==> config.mk <==
export PLATFORM = sky130hd
export DESIGN_NAME = add_tree_acc_flat
export DESIGN_NICKNAME = d
export VERILOG_FILES = /design/src/rtl/add_tree_acc_if.sv /design/src/rtl/add_tree_acc.sv /design/src/flat_wrapper.sv
export SDC_FILE = /design/constraint.sdc
export NUM_CORES = 1
export LEC_CHECK = 0
export ABC_AREA = 0
export CAP_MARGIN = 40
export CORE_ASPECT_RATIO = 0.75
export CORE_MARGIN = 2
export CORE_UTILIZATION = 40
export CTS_BUF_LIST = sky130_fd_sc_hd__clkbuf_16
export DETAILED_ROUTE_END_ITERATION = 16
export DONT_BUFFER_PORTS = 1
export PLACE_DENSITY = 0.61
export SYNTH_ARGS = -nofsm -noshare
export SYNTH_HDL_FRONTEND = slang
export SYNTH_SLANG_ARGS = --single-unit
export TNS_END_PERCENT = 30
==> constraint.sdc <==
create_clock -name clk -period 7.7 [get_ports clk]
set_input_delay 1.54 -clock clk [delete_from_list [all_inputs] [get_ports clk]]
set_output_delay 1.54 -clock clk [all_outputs]
set_load 0.005 [all_outputs]
==> src/rtl/add_tree_acc_if.sv <==
// rtl/add_tree_acc_if.sv - beat input / result output bundle for add_tree_acc
// Purpose: groups the input beat handshake and the result handshake.
// Ports (signals):
//   in_valid/in_ready/in_first/in_last/in_data : operand beat stream
//   out_valid/out_ready/out_sum/out_ovf        : packet result stream
// Modports: master drives beats and out_ready; slave is the accumulator.
interface add_tree_acc_if #(
  parameter int W     = 16,
  parameter int N     = 8,
  parameter int GUARD = 4
);
  localparam int OW = W + $clog2(N) + GUARD;

  logic          in_valid;
  logic          in_ready;
  logic          in_first;
  logic          in_last;
  logic [N*W-1:0] in_data;
  logic          out_valid;
  logic          out_ready;
  logic [OW-1:0] out_sum;
  logic          out_ovf;

  modport master (
    output in_valid, in_first, in_last, in_data, out_ready,
    input  in_ready, out_valid, out_sum, out_ovf
  );

  modport slave (
    input  in_valid, in_first, in_last, in_data, out_ready,
    output in_ready, out_valid, out_sum, out_ovf
  );
endinterface

==> src/rtl/add_tree_acc.sv <==
// rtl/add_tree_acc.sv - pipelined adder tree with packet accumulator
// Purpose: sums N unsigned W-bit operands per beat through a log2(N)-stage
//   registered adder tree, then accumulates beat sums per packet and emits
//   one OW-bit result (OW = W + log2(N) + GUARD) per packet.
// Ports:
//   clk   : clock, rising edge
//   rst_n : asynchronous active-low reset
//   bus   : add_tree_acc_if.slave (beat input, result output)
// Build option: define ADD_TREE_ACC_SAT_EN to saturate out_sum to all-ones
//   when out_ovf is set; otherwise out_sum wraps modulo 2^OW.
module add_tree_acc #(
  parameter int W     = 16,
  parameter int N     = 8,
  parameter int GUARD = 4
) (
  input  logic          clk,
  input  logic          rst_n,
  add_tree_acc_if.slave bus
);
  localparam int L  = $clog2(N);
  localparam int TW = W + L;
  localparam int OW = TW + GUARD;

  // Tree registers share the final width; stage s only uses entries 0..(N>>s)-1.
  logic [TW-1:0] r_tree [1:L][N];
  logic [L:1]    r_vld;
  logic [L:1]    r_fst;
  logic [L:1]    r_lst;

  logic [OW-1:0] r_acc;
  logic          r_ovf;
  logic          r_open;
  logic          r_out_valid;
  logic [OW-1:0] r_out_sum;
  logic          r_out_ovf;

  logic          w_stall;
  logic          w_start;
  logic [OW:0]   w_tree_ext;
  logic [OW:0]   w_acc_nxt;
  logic          w_ovf_nxt;
  logic [OW-1:0] w_out_sum;

  assign w_stall       = r_out_valid && !bus.out_ready;
  assign bus.in_ready  = !w_stall;
  assign bus.out_valid = r_out_valid;
  assign bus.out_sum   = r_out_sum;
  assign bus.out_ovf   = r_out_ovf;

  // A beat sum restarts the accumulator when it opens a packet or when no
  // packet is open (e.g. first beat after reset without in_first).
  assign w_start    = r_fst[L] || !r_open;
  assign w_tree_ext = {{(GUARD + 1){1'b0}}, r_tree[L][0]};
  assign w_acc_nxt  = w_start ? w_tree_ext : ({1'b0, r_acc} + w_tree_ext);
  // Overflow is sticky across the packet: any carry out of bit OW-1.
  assign w_ovf_nxt  = !w_start && (r_ovf || w_acc_nxt[OW]);

`ifdef ADD_TREE_ACC_SAT_EN
  assign w_out_sum = w_ovf_nxt ? {OW{1'b1}} : w_acc_nxt[OW-1:0];
`else
  assign w_out_sum = w_acc_nxt[OW-1:0];
`endif

  always_ff @(posedge clk or negedge rst_n) begin
    if (!rst_n) begin
      for (int s = 1; s <= L; s++) begin
        for (int k = 0; k < N; k++) begin
          r_tree[s][k] <= '0;
        end
      end
      r_vld       <= '0;
      r_fst       <= '0;
      r_lst       <= '0;
      r_acc       <= '0;
      r_ovf       <= 1'b0;
      r_open      <= 1'b0;
      r_out_valid <= 1'b0;
      r_out_sum   <= '0;
      r_out_ovf   <= 1'b0;
    end else if (!w_stall) begin
      // Stage 1: pairwise sums of the incoming operands.
      r_vld[1] <= bus.in_valid;
      r_fst[1] <= bus.in_first;
      r_lst[1] <= bus.in_last;
      for (int k = 0; k < N / 2; k++) begin
        r_tree[1][k] <= {{L{1'b0}}, bus.in_data[(2*k)*W +: W]}
                      + {{L{1'b0}}, bus.in_data[(2*k+1)*W +: W]};
      end
      // Stages 2..L: halve the operand count each stage.
      for (int s = 2; s <= L; s++) begin
        r_vld[s] <= r_vld[s-1];
        r_fst[s] <= r_fst[s-1];
        r_lst[s] <= r_lst[s-1];
        for (int k = 0; k < (N >> s); k++) begin
          r_tree[s][k] <= r_tree[s-1][2*k] + r_tree[s-1][2*k+1];
        end
      end

      if (r_vld[L]) begin
        r_acc  <= w_acc_nxt[OW-1:0];
        r_ovf  <= w_ovf_nxt;
        r_open <= !r_lst[L];
      end

      // Not stalled means the held result (if any) transfers this edge.
      r_out_valid <= r_vld[L] && r_lst[L];
      if (r_vld[L] && r_lst[L]) begin
        r_out_sum <= w_out_sum;
        r_out_ovf <= w_ovf_nxt;
      end
    end
  end
endmodule
==> src/flat_wrapper.sv <==
// flat-port wrapper written by rule: the top's interface ports become plain ports
module add_tree_acc_flat 
#(
  parameter int W     = 16,
  parameter int N     = 8,
  parameter int GUARD = 4
)
  (clk, rst_n, bus_in_valid, bus_in_first, bus_in_last, bus_in_data, bus_out_ready, bus_in_ready, bus_out_valid, bus_out_sum, bus_out_ovf);
  add_tree_acc_if #(.W(W), .N(N), .GUARD(GUARD)) bus_i ();
  input  logic clk;
  input  logic rst_n;
  input wire logic [$bits(bus_i.in_valid)-1:0] bus_in_valid;
  input wire logic [$bits(bus_i.in_first)-1:0] bus_in_first;
  input wire logic [$bits(bus_i.in_last)-1:0] bus_in_last;
  input wire logic [$bits(bus_i.in_data)-1:0] bus_in_data;
  input wire logic [$bits(bus_i.out_ready)-1:0] bus_out_ready;
  output wire logic [$bits(bus_i.in_ready)-1:0] bus_in_ready;
  output wire logic [$bits(bus_i.out_valid)-1:0] bus_out_valid;
  output wire logic [$bits(bus_i.out_sum)-1:0] bus_out_sum;
  output wire logic [$bits(bus_i.out_ovf)-1:0] bus_out_ovf;
  assign bus_i.in_valid = bus_in_valid;
  assign bus_i.in_first = bus_in_first;
  assign bus_i.in_last = bus_in_last;
  assign bus_i.in_data = bus_in_data;
  assign bus_i.out_ready = bus_out_ready;
  assign bus_in_ready = bus_i.in_ready;
  assign bus_out_valid = bus_i.out_valid;
  assign bus_out_sum = bus_i.out_sum;
  assign bus_out_ovf = bus_i.out_ovf;
  add_tree_acc #(.W(W), .N(N), .GUARD(GUARD)) u_core (.clk(clk), .rst_n(rst_n), .bus(bus_i));
endmodule
==> results of run 1 <==
==> power breakdown <==
| part | internal [mW] | switching, mW |
|---|---|---|
| registers | 1.40 | 0.333 |
| logic | 1.47 | 1.96 |
| clock network | 0.521 | 0.413 |
==> worst max-delay path: cells and delay by family <==
| family | cells | cell delay (ns) |
|---|---|---|
| buffers and inverters | 3 | 0.92 |
| and+or+nand+nor | 1 | 0.08 |
==> synth_stat cells, types with 18 or more instances <==
cell | n | share of area
nand2_1 | 193 | 0.058
clkbuf_1 | 37 | 0.011
nand3_1 | 32 | 0.013
nor2_1 | 148 | 0.044
inv_1 | 27 | 0.0081
o21ai_1 | 18 | 0.0072
xor2_1 | 54 | 0.038
a21o_1 | 32 | 0.019
xnor2_1 | 44 | 0.031
dfrtp_1 | 182 | 0.36
ha_1 | 135 | 0.13
o21ai_0 | 96 | 0.038
a21oi_1 | 162 | 0.064
nor3_1 | 24 | 0.0096
==> cell families after synthesis <==
family / Yosys count / share of synthesized area
simple gates: 477 / 0.1668
compound gates: 441 / 0.2209
flops: 182 / 0.3622
fa+ha+maj: 143 / 0.1471
xor+xnor: 98 / 0.06827
buf+inv: 77 / 0.02577
mux: 11 / 0.008956
==> final timing paths <==
kind / from / endpoint / slack (ns) / cells past startpoint
min in group asynchronous: rst_n / u_core.bus.out_sum[1] / 0.80 / 0
setup reg to reg: u_core.bus.out_valid / u_core.r_tree[279] / 4.55 / 8
hold / removal: u_core.r_tree[399] / u_core.r_tree[399] / 0.47 / 2
setup / recovery: bus_out_ready / bus_in_ready / 3.56 / 4
hold reg to reg: u_core.r_tree[399] / u_core.r_tree[399] / 0.47 / 2
max in group asynchronous: rst_n / u_core.r_tree[272] / 6.53 / 0
==> metal layers <==
| layer | routed length (um) | share of wire |
|---|---|---|
| met1 | 14950 | 0.52 |
| met2 | 12070 | 0.42 |
| met3 | 1210 | 0.042 |
| met4 | 282 | 0.0099 |
| met5 | 0 | 0 |
==> area by class of cell <==
| type | instances | area [um^2] |
|---|---|---|
| repair buffers | 8 | 127.6 |
| clock buffers | 17 | 425.4 |
| clock inverters | 15 | 192.7 |
| fillers | 3083 | 17490 |
| well taps | 406 | 508.0 |
| inverters | 28 | 107.6 |
| multi-input cells | 1170 | 7705 |
| flip-flops and latches | 182 | 4554 |
==> per-stage QoR <==
stage	setup slack [ns]	hold slack [ns]	instances	power [mW]
after global placement	2.808	0.4590	1790	5.031
after CTS	3.537	0.4804	1826	6.121
after detailed placement	3.501	0.4617	1794	5.157
after floorplan	3.822	0.4386	1429	4.386
after global routing	3.468	0.4926	1826	6.653
final	3.555	0.4737	1826	6.090
==> flip-flops by register name (all words and copies together), names as in the netlist <==
register / cells
u_core.r_vld: 3
u_core.bus.out_valid: 1
u_core.bus.out_sum: 23
u_core.r_acc: 23
u_core.r_tree: 123
u_core.r_lst: 3
u_core.r_ovf: 1
u_core.bus.out_ovf: 1
u_core.r_open: 1
u_core.r_fst: 3
==> results.md, run 1 <==
- GR Util met1: 0.2627
- Grt total ovfl: 0
- Syn Nets: 1706
- Final Max Tran Viols: 0
- Ant. Diodes: 0
- Clock buffer count from CTS: 17
- Arrival time worst endpoint: 2.60 ns
- FP Rows: 56
- Nets: around 1.7k
- Gpl congestion: slightly above 0.8
- Largest net degree at the start of global routing: 183
- Post-synth EDFFs: 0
- Routed len/inst: 15.61 um
- Slew headroom: 0.5059
- Fin util: 0.4378
- Die H: ~160 um
- Mapped Avg Cell Area: 8.799 um^2
- Most Crowded Layer GR: met2
- Most frequent cells in the layout: 193 x nand2_1, 182 x dfrtp_1, 162 x a21oi_1
- Die W: 208.7 um
- Leak: between 6 and 7 nW
- Max incr delay on CP: roughly 0.32 ns
- Yosys warns: 0
- Fin. Hold Viols: 0
- CP Capture Type: primary output
- Total GRT Usage: 0.1759
- Routed WL: about 29000 um
- Hold buffer count at CTS: 0
- Core area: 0.03111 mm^2
- Worst Path Max Fanout: 86
- Vias: roughly 9.9k
- Boundary Pins: 160
- Max clock buf depth: 2
- Synth Flop Type: dfrtp_1
- Slowest cell on the critical path: buf_16
- Seq/Total Area, Yosys: 0.3622
- CTS tree: yes
- Max IR drop VDD: roughly 0.00021 V
- Vias in the first global route: 9196
- Worst skew pair latency: 0.45 ns
- Die footprint: 0.03288 mm^2
- Period utilization: 0.5383
- Post-CTS setup buffers: 0
- Cell Area, Synth: 0.01257 mm^2
- Area delta synth->final: 8.329%
- Worst-margin pin slew: around 0.74 ns
- Hold WC Path Type: reg -> reg
- Crit path cell chain: nor2b_4, buf_4, buf_16, inv_4
- Initial Util: 0.4042
- RSZ-0062 raised after global routing: false
- Max-Cap Viols: 0
- PortBufs: 0
- First-pass GRT wire length: 46940 um
- Tmin final: 4.145 ns
- Initial antenna violation count: 0
- Post-synthesis cell count: 1429
- Share of cells above drive strength 1: 0.04789
- Synth async-reset ratio: 1.000
- Status: completed
- Via density: 5.433
- Clock skew: approximately 0.016 ns
- # DRC: 0
- Dpl cell area: about 0.013 mm^2
- Power per Cell Area: 447.1 mW/mm^2
- DPL Wire Length: 21300 um
- Count of final setup violators: 0
- Final ANT Viol Nets: 0
- #FFs+latches synth: 182
- Peak Freq: 0.2413 GHz
- Cell variety after synth: 76
- Root Buffer: clkbuf_16
- First-pass iteration count of the detailed router: 5
- WS Path Type: in -> out
- Design area: 0.01362 mm^2
- Met2 usage: 0.2627
- Drt initial violations: a little under 700
- H-tree levels: 4
- Clock Pin Slew Worst Setup and Hold Paths: 0.08 ns
- Required time worst endpoint: just over 6 ns
- Setup TNS: 0 ns
- Most common cell after layout, fill and taps aside: nand2_1
- GR Layer Usage met3: 0.03212
- Critical path startpoint category: input pin
- Cts repair resizes: 0
- CTS sink count: 182
Note: power is estimated with default switching activity, not from simulation.
==> run 2: changes to the inputs <==
- clock period: 7.7 -> 4.1 ns (I/O delays scaled with it)
==> results.md, run 2 (synthesized netlist as in run 1, its figures left out) <==
- DPL Wire Length: ~21000 um
- # DRC: 0
- Crit path cell chain: ha_1, fa_1, a211oi_1, o21ai_1, a31oi_2, o31ai_1, a211o_1, a21oi_1, xor2_1, o21ai_1
- Clock Pin Slew Worst Setup and Hold Paths: ~0.070 ns
- Die H: 157.5 um
- WL met2: 11720 um
- Power per Cell Area: 827.7 mW/mm^2
- Share of cells above drive strength 1: 0.04792
- Initial Util: 0.4042
- Met1 Wirelength: 15040 um
- Post-CTS setup buffers: 0
- CTS sink count: 182
- Worst skew pair latency: between 0.4 and 0.5 ns
- Gpl congestion: between 0.8 and 0.9
- First-pass GRT wire length: 45860 um
- Ant. Diodes: 0
- Max IR drop VDD: 0.0003161 V
- Total GRT Usage: 0.1720
- Top layer used by detailed routing: met4
- Final ANT Viol Nets: 0
- Reg2Reg Depth: 10
- Vias in the first global route: 9048
- Required time worst endpoint: 4.42 ns
- Nets: 1684
- Via density: 5.390
- Cts repair resizes: 0
- Period utilization: 0.7006
- First-pass iteration count of the detailed router: 5
- Critical path startpoint category: register
- Core area: ~0.031 mm^2
- Peak Freq: approximately 0.35 GHz
- Worst Path Max Fanout: 3
- Hold WC Path Type: in -> async
- Grt total ovfl: 0
- RSZ-0062 raised after global routing: false
- Boundary Pins: 160
- Max clock buf depth: 2
- Arrival time worst endpoint: ~3.2 ns
- Metal3 WL: between 1000 and 1500 um
- Most common cell after layout, fill and taps aside: nand2_1
- Largest net degree at the start of global routing: 183
- PortBufs: 0
- Tmin final: 2.873 ns
- Root Buffer: clkbuf_16
- RR Endpoint: u_core.r_tree[149]
- Hold_ws: 0.08706 ns
- Die W: 208.7 um
- Worst r2r src: u_core.r_tree[285]
- Vias: 9837
- Slowest cell on the critical path: fa_1
- Crit-path most repeated cell: o21ai_1
- Clock buffer count from CTS: 17
- Worst-margin pin slew: 0.8614 ns
- Slew headroom: 0.4257
- Crit path capture: u_core.r_tree[149]
- R2R Setup Slk: 1.23 ns
- Die footprint: between 0.03 and 0.04 mm^2
- Initial antenna violation count: 0
- WS Path Type: reg -> reg
- Max-Cap Viols: 0
- Setup TNS: 0 ns
- Leak: between 6 and 7 nW
- H-tree levels: 4
- Top reg by flops: u_core.r_tree
- Clock skew: 0.01019 ns
- Routed len/inst: 15.35 um
- Final Max Tran Viols: 0
- Status: completed
- CP Capture Type: register
- Drt initial violations: between 600 and 700
- Area delta synth->final: 7.533%
- CTS tree: yes
- Max incr delay on CP: 0.45 ns
- Count of final setup violators: 0
- Max reg flops: 123
- Crit. Startpoint: u_core.r_tree[285]
- Hold buffer count at CTS: 0
- Fin. Hold Viols: 0
- Most frequent cells in the layout: 193 x nand2_1, 182 x dfrtp_1, 162 x a21oi_1
- Routed WL: about 28000 um
- FP Rows: 56
## run 2: cell count changes in the layout (fill, tap and decap cells not counted), sizes merged
cell	change
bufinv	-2
clkinvlp	+2
inv	-2
clkinv	+1
## run 2: worst min path at each step
stage,startpoint,end,slack [ns]
after global routing,rst_n,u_core.r_open,0.06
after CTS,rst_n,u_core.r_open,0.06
after detailed placement,u_core.r_lst[1],u_core.r_lst[2],0.46
after floorplan,u_core.r_fst[1],u_core.r_fst[1],0.44
after global placement,u_core.r_vld[2],u_core.r_vld[2],0.46
final,rst_n,u_core.bus.out_sum[9],0.09
## run 2: through the flow
step           total power, mW  setup WS [ns]  cell area, um^2  cells    util
6_report                 11.19          1.227            13520   1825  0.4346
4_1_cts                  11.26          1.217            13520   1825  0.4346
3_3_place_gp             9.456         0.7774            12910   1791  0.4151
3_5_place_dp             9.624         0.7876            12970   1794  0.4169
2_1_floorplan            8.236          1.185            12570   1429       -
5_1_grt                  12.28          1.028            13520   1825  0.4346
## run 2: power breakdown
group / total [mW] / internal (mW) / switching, mW / leakage (nW)
registers: 3.24 / 2.62 / 0.615 / 2.16
logic: 6.37 / 2.73 / 3.65 / 3.67
clock network: 1.58 / 0.839 / 0.742 / 0.272
total: 11.2 / 6.19 / 5.00 / 6.11
## run 2: cell type report
class,instances,area (um^2)
Inverter,28,107.6
Tap cell,406,508.0
Multi-Input combinational cell,1170,7705
Sequential cell,182,4554
Clock buffer,17,425.4
Fill cell,3111,17590
Timing Repair Buffer,8,95.09
Clock inverter,14,125.1
## run 2: critical path, delay by kind of cell (launching register included)
family	cells	cell delay, ns
flip-flops	1	0.42
AO/OA/AOI/OAI	7	1.46
adder cells (fa/ha/maj)	2	0.69
XOR/XNOR	1	0.18
## run 2: metal layers
layer  global-route usage  up-vias
met2               0.2573      183
li1                     -     5099
met5                    0        -
met1               0.2586     4544
met3              0.03192       11
met4              0.03265        0
==> run 3: changes to the inputs <==
- clock period: 4.1 -> 2.9 ns (I/O delays scaled with it)
==> results.md, run 3 (synthesized netlist as in run 1, its figures left out) <==
- Gpl congestion: 0.8597
- Dpl cells: approximately 1.8k
- Status: finished with violations
- Power per Cell Area: roughly 1200 mW/mm^2
- Peak Freq: 0.3607 GHz
- CTS sink count: 182
- H-tree levels: 4
- Fill count: 3151
- Hold_ws: -0.1553 ns
- Reg2Reg Depth: 12
- Most common cell after layout, fill and taps aside: nand2_1
- Die footprint: between 0.03 and 0.04 mm^2
- Clock Pin Slew Worst Setup and Hold Paths: roughly 0.07 ns
- Failing checks: negative hold slack
- Required time worst endpoint: 3.27 ns
- Setup WS post-layout: 0.1275 ns
- Vias in the first global route: 9352
- CTS tree: yes
- RSZ-0062 raised after global routing: true
- Clock skew: 0.01188 ns
- Max incr delay on CP: 0.47 ns
- Metal3 WL: 1098 um
- Die W: 208.7 um
- Max reg flops: about 120
- Max IR drop VDD: a little over 0.0004 V
- Area delta synth->final: 9.414%
- Leak: ~6.3 nW
- Routed len/inst: approximately 16 um
- Top layer used by detailed routing: met4
- Met1 Wirelength: 15200 um
- Root Buffer: clkbuf_16
- Count of final setup violators: 0
- Hold WC Path Type: in -> async
- Worst skew pair latency: between 0.4 and 0.5 ns
- Via density: 5.436
- Dpl cell area: 0.01316 mm^2
- Largest net degree at the start of global routing: approximately 180
- WL met2: 12420 um
- Critical path startpoint category: register
- Drt initial violations: 656
- Slowest cell on the critical path: or4_1
- Grt total ovfl: 0
- Ant. Diodes: 0
- DPL Wire Length: 21370 um
- Crit path cell chain: ha_1, inv_1, fa_1, nor2b_4, o211ai_1, a31oi_2, o31ai_4, a21oi_2, a221oi_2, buf_4, or4_1, nand3_1
- Initial Util: 0.4042
- Design area: 0.01376 mm^2
- Fin cells: approximately 1.9k
- Setup WS pre-CTS: -0.1655 ns
- Total GRT Usage: 0.1767
- Worst r2r src: u_core.r_acc[0]
- Most frequent cells in the layout: 193 x nand2_1, 182 x dfrtp_1, 162 x a21oi_1
- Slew headroom: 0.4914
- Core area: 0.03111 mm^2
- Max-Cap Viols: 0
- CP Capture Type: register
- Max clock buf depth: 2
- Worst Path Max Fanout: 8
- Period utilization: 0.9560
- Die H: between 150 and 200 um
- Arrival time worst endpoint: 3.14 ns
- Vias: ~10k
- Tmin final: ~2.8 ns
- Delay-heaviest family, CP: compound AO/OA/AOI/OAI gates
- Fin. Hold Viols: around 180
- Boundary Pins: 160
- Nets: 1712
- Final Max Tran Viols: 0
- PortBufs: 0
- R2R Setup Slk: roughly 0.13 ns
- Routed WL: 28940 um
- First-pass GRT wire length: roughly 47000 um
- Clock buffer count from CTS: 17
- Critical path buffers and inverters: 2
- Post-CTS setup buffers: 0
- Initial antenna violation count: 0
- WS Path Type: reg -> reg
- # DRC: 0
- Final ANT Viol Nets: 0
- Overall Power: approximately 16 mW
- Top reg by flops: u_core.r_tree
- RR Endpoint: u_core.r_acc[22]
- Share of cells above drive strength 1: 0.06768
- First-pass iteration count of the detailed router: 5
- Worst-margin pin slew: about 0.76 ns
- FP Rows: 56
-- run 3: cell type report --
cell class	count	area (um^2)	area share
clock buffers	17	425.4	0.03092
clock inverters	15	151.4	0.01101
inverters	28	107.6	0.007822
multi-input cells	1170	7727	0.5617
flip-flops and latches	182	4554	0.3311
well taps	406	508.0	0.03693
repair buffers	36	282.8	0.02055
-- run 3: per-stage QoR --
step / hold slack [ns] / TNS [ns] / utilization
floorplan: 0.2844 / 0 / -
global placement: 0.2940 / -0.4662 / 0.4229
detailed placement: 0.2934 / -0.6620 / 0.4229
CTS: -0.1775 / 0 / 0.4414
global route: -0.1811 / -0.02389 / 0.4422
finish: -0.1553 / 0 / 0.4422
-- run 3: how the worst max path moves through the flow --
stage / from / to / depth (start not counted)
after floorplan: bus_in_data[64] / u_core.r_tree[413] / 10
after global placement: bus_in_data[32] / u_core.r_tree[432] / 10
after detailed placement: bus_in_data[32] / u_core.r_tree[432] / 10
after CTS: u_core.r_acc[0] / u_core.r_acc[22] / 12
after global routing: u_core.r_tree[133] / u_core.r_acc[22] / 12
final: u_core.r_acc[0] / u_core.r_acc[22] / 12
-- run 3: power by group --
part | leakage (nW) | total [mW] | switching, mW | internal, mW
combinational | 3.80 | 9.24 | 5.25 | 3.99
clock | 0.287 | 2.35 | 1.07 | 1.28
sequential | 2.16 | 4.58 | 0.876 | 3.71
total | 6.25 | 16.2 | 7.20 | 8.98
-- run 3: what timing repair did --
item                       4_1_cts  5_1_grt
gates resized for setup          0        4
setup endpoints to repair        0        9
hold endpoints to repair       182      182
-- run 3: worst reg2reg max path: cells and delay by family (launching register included) --
kind,cells,cell delay [ns]
AND/OR/NAND/NOR,3,0.69
buffers and inverters,2,0.23
flip-flops,1,0.35
adder cells (fa/ha/maj),2,0.61
AO/OA/AOI/OAI,5,0.83
-- run 3: metal layers --
| metal | GRT usage | vias to the layer above |
|---|---|---|
| met5 | 0 | - |
| met4 | 0.04286 | 0 |
| met3 | 0.02973 | 19 |
| met2 | 0.2663 | 162 |
| met1 | 0.2624 | 4764 |
| li1 | - | 5133 |
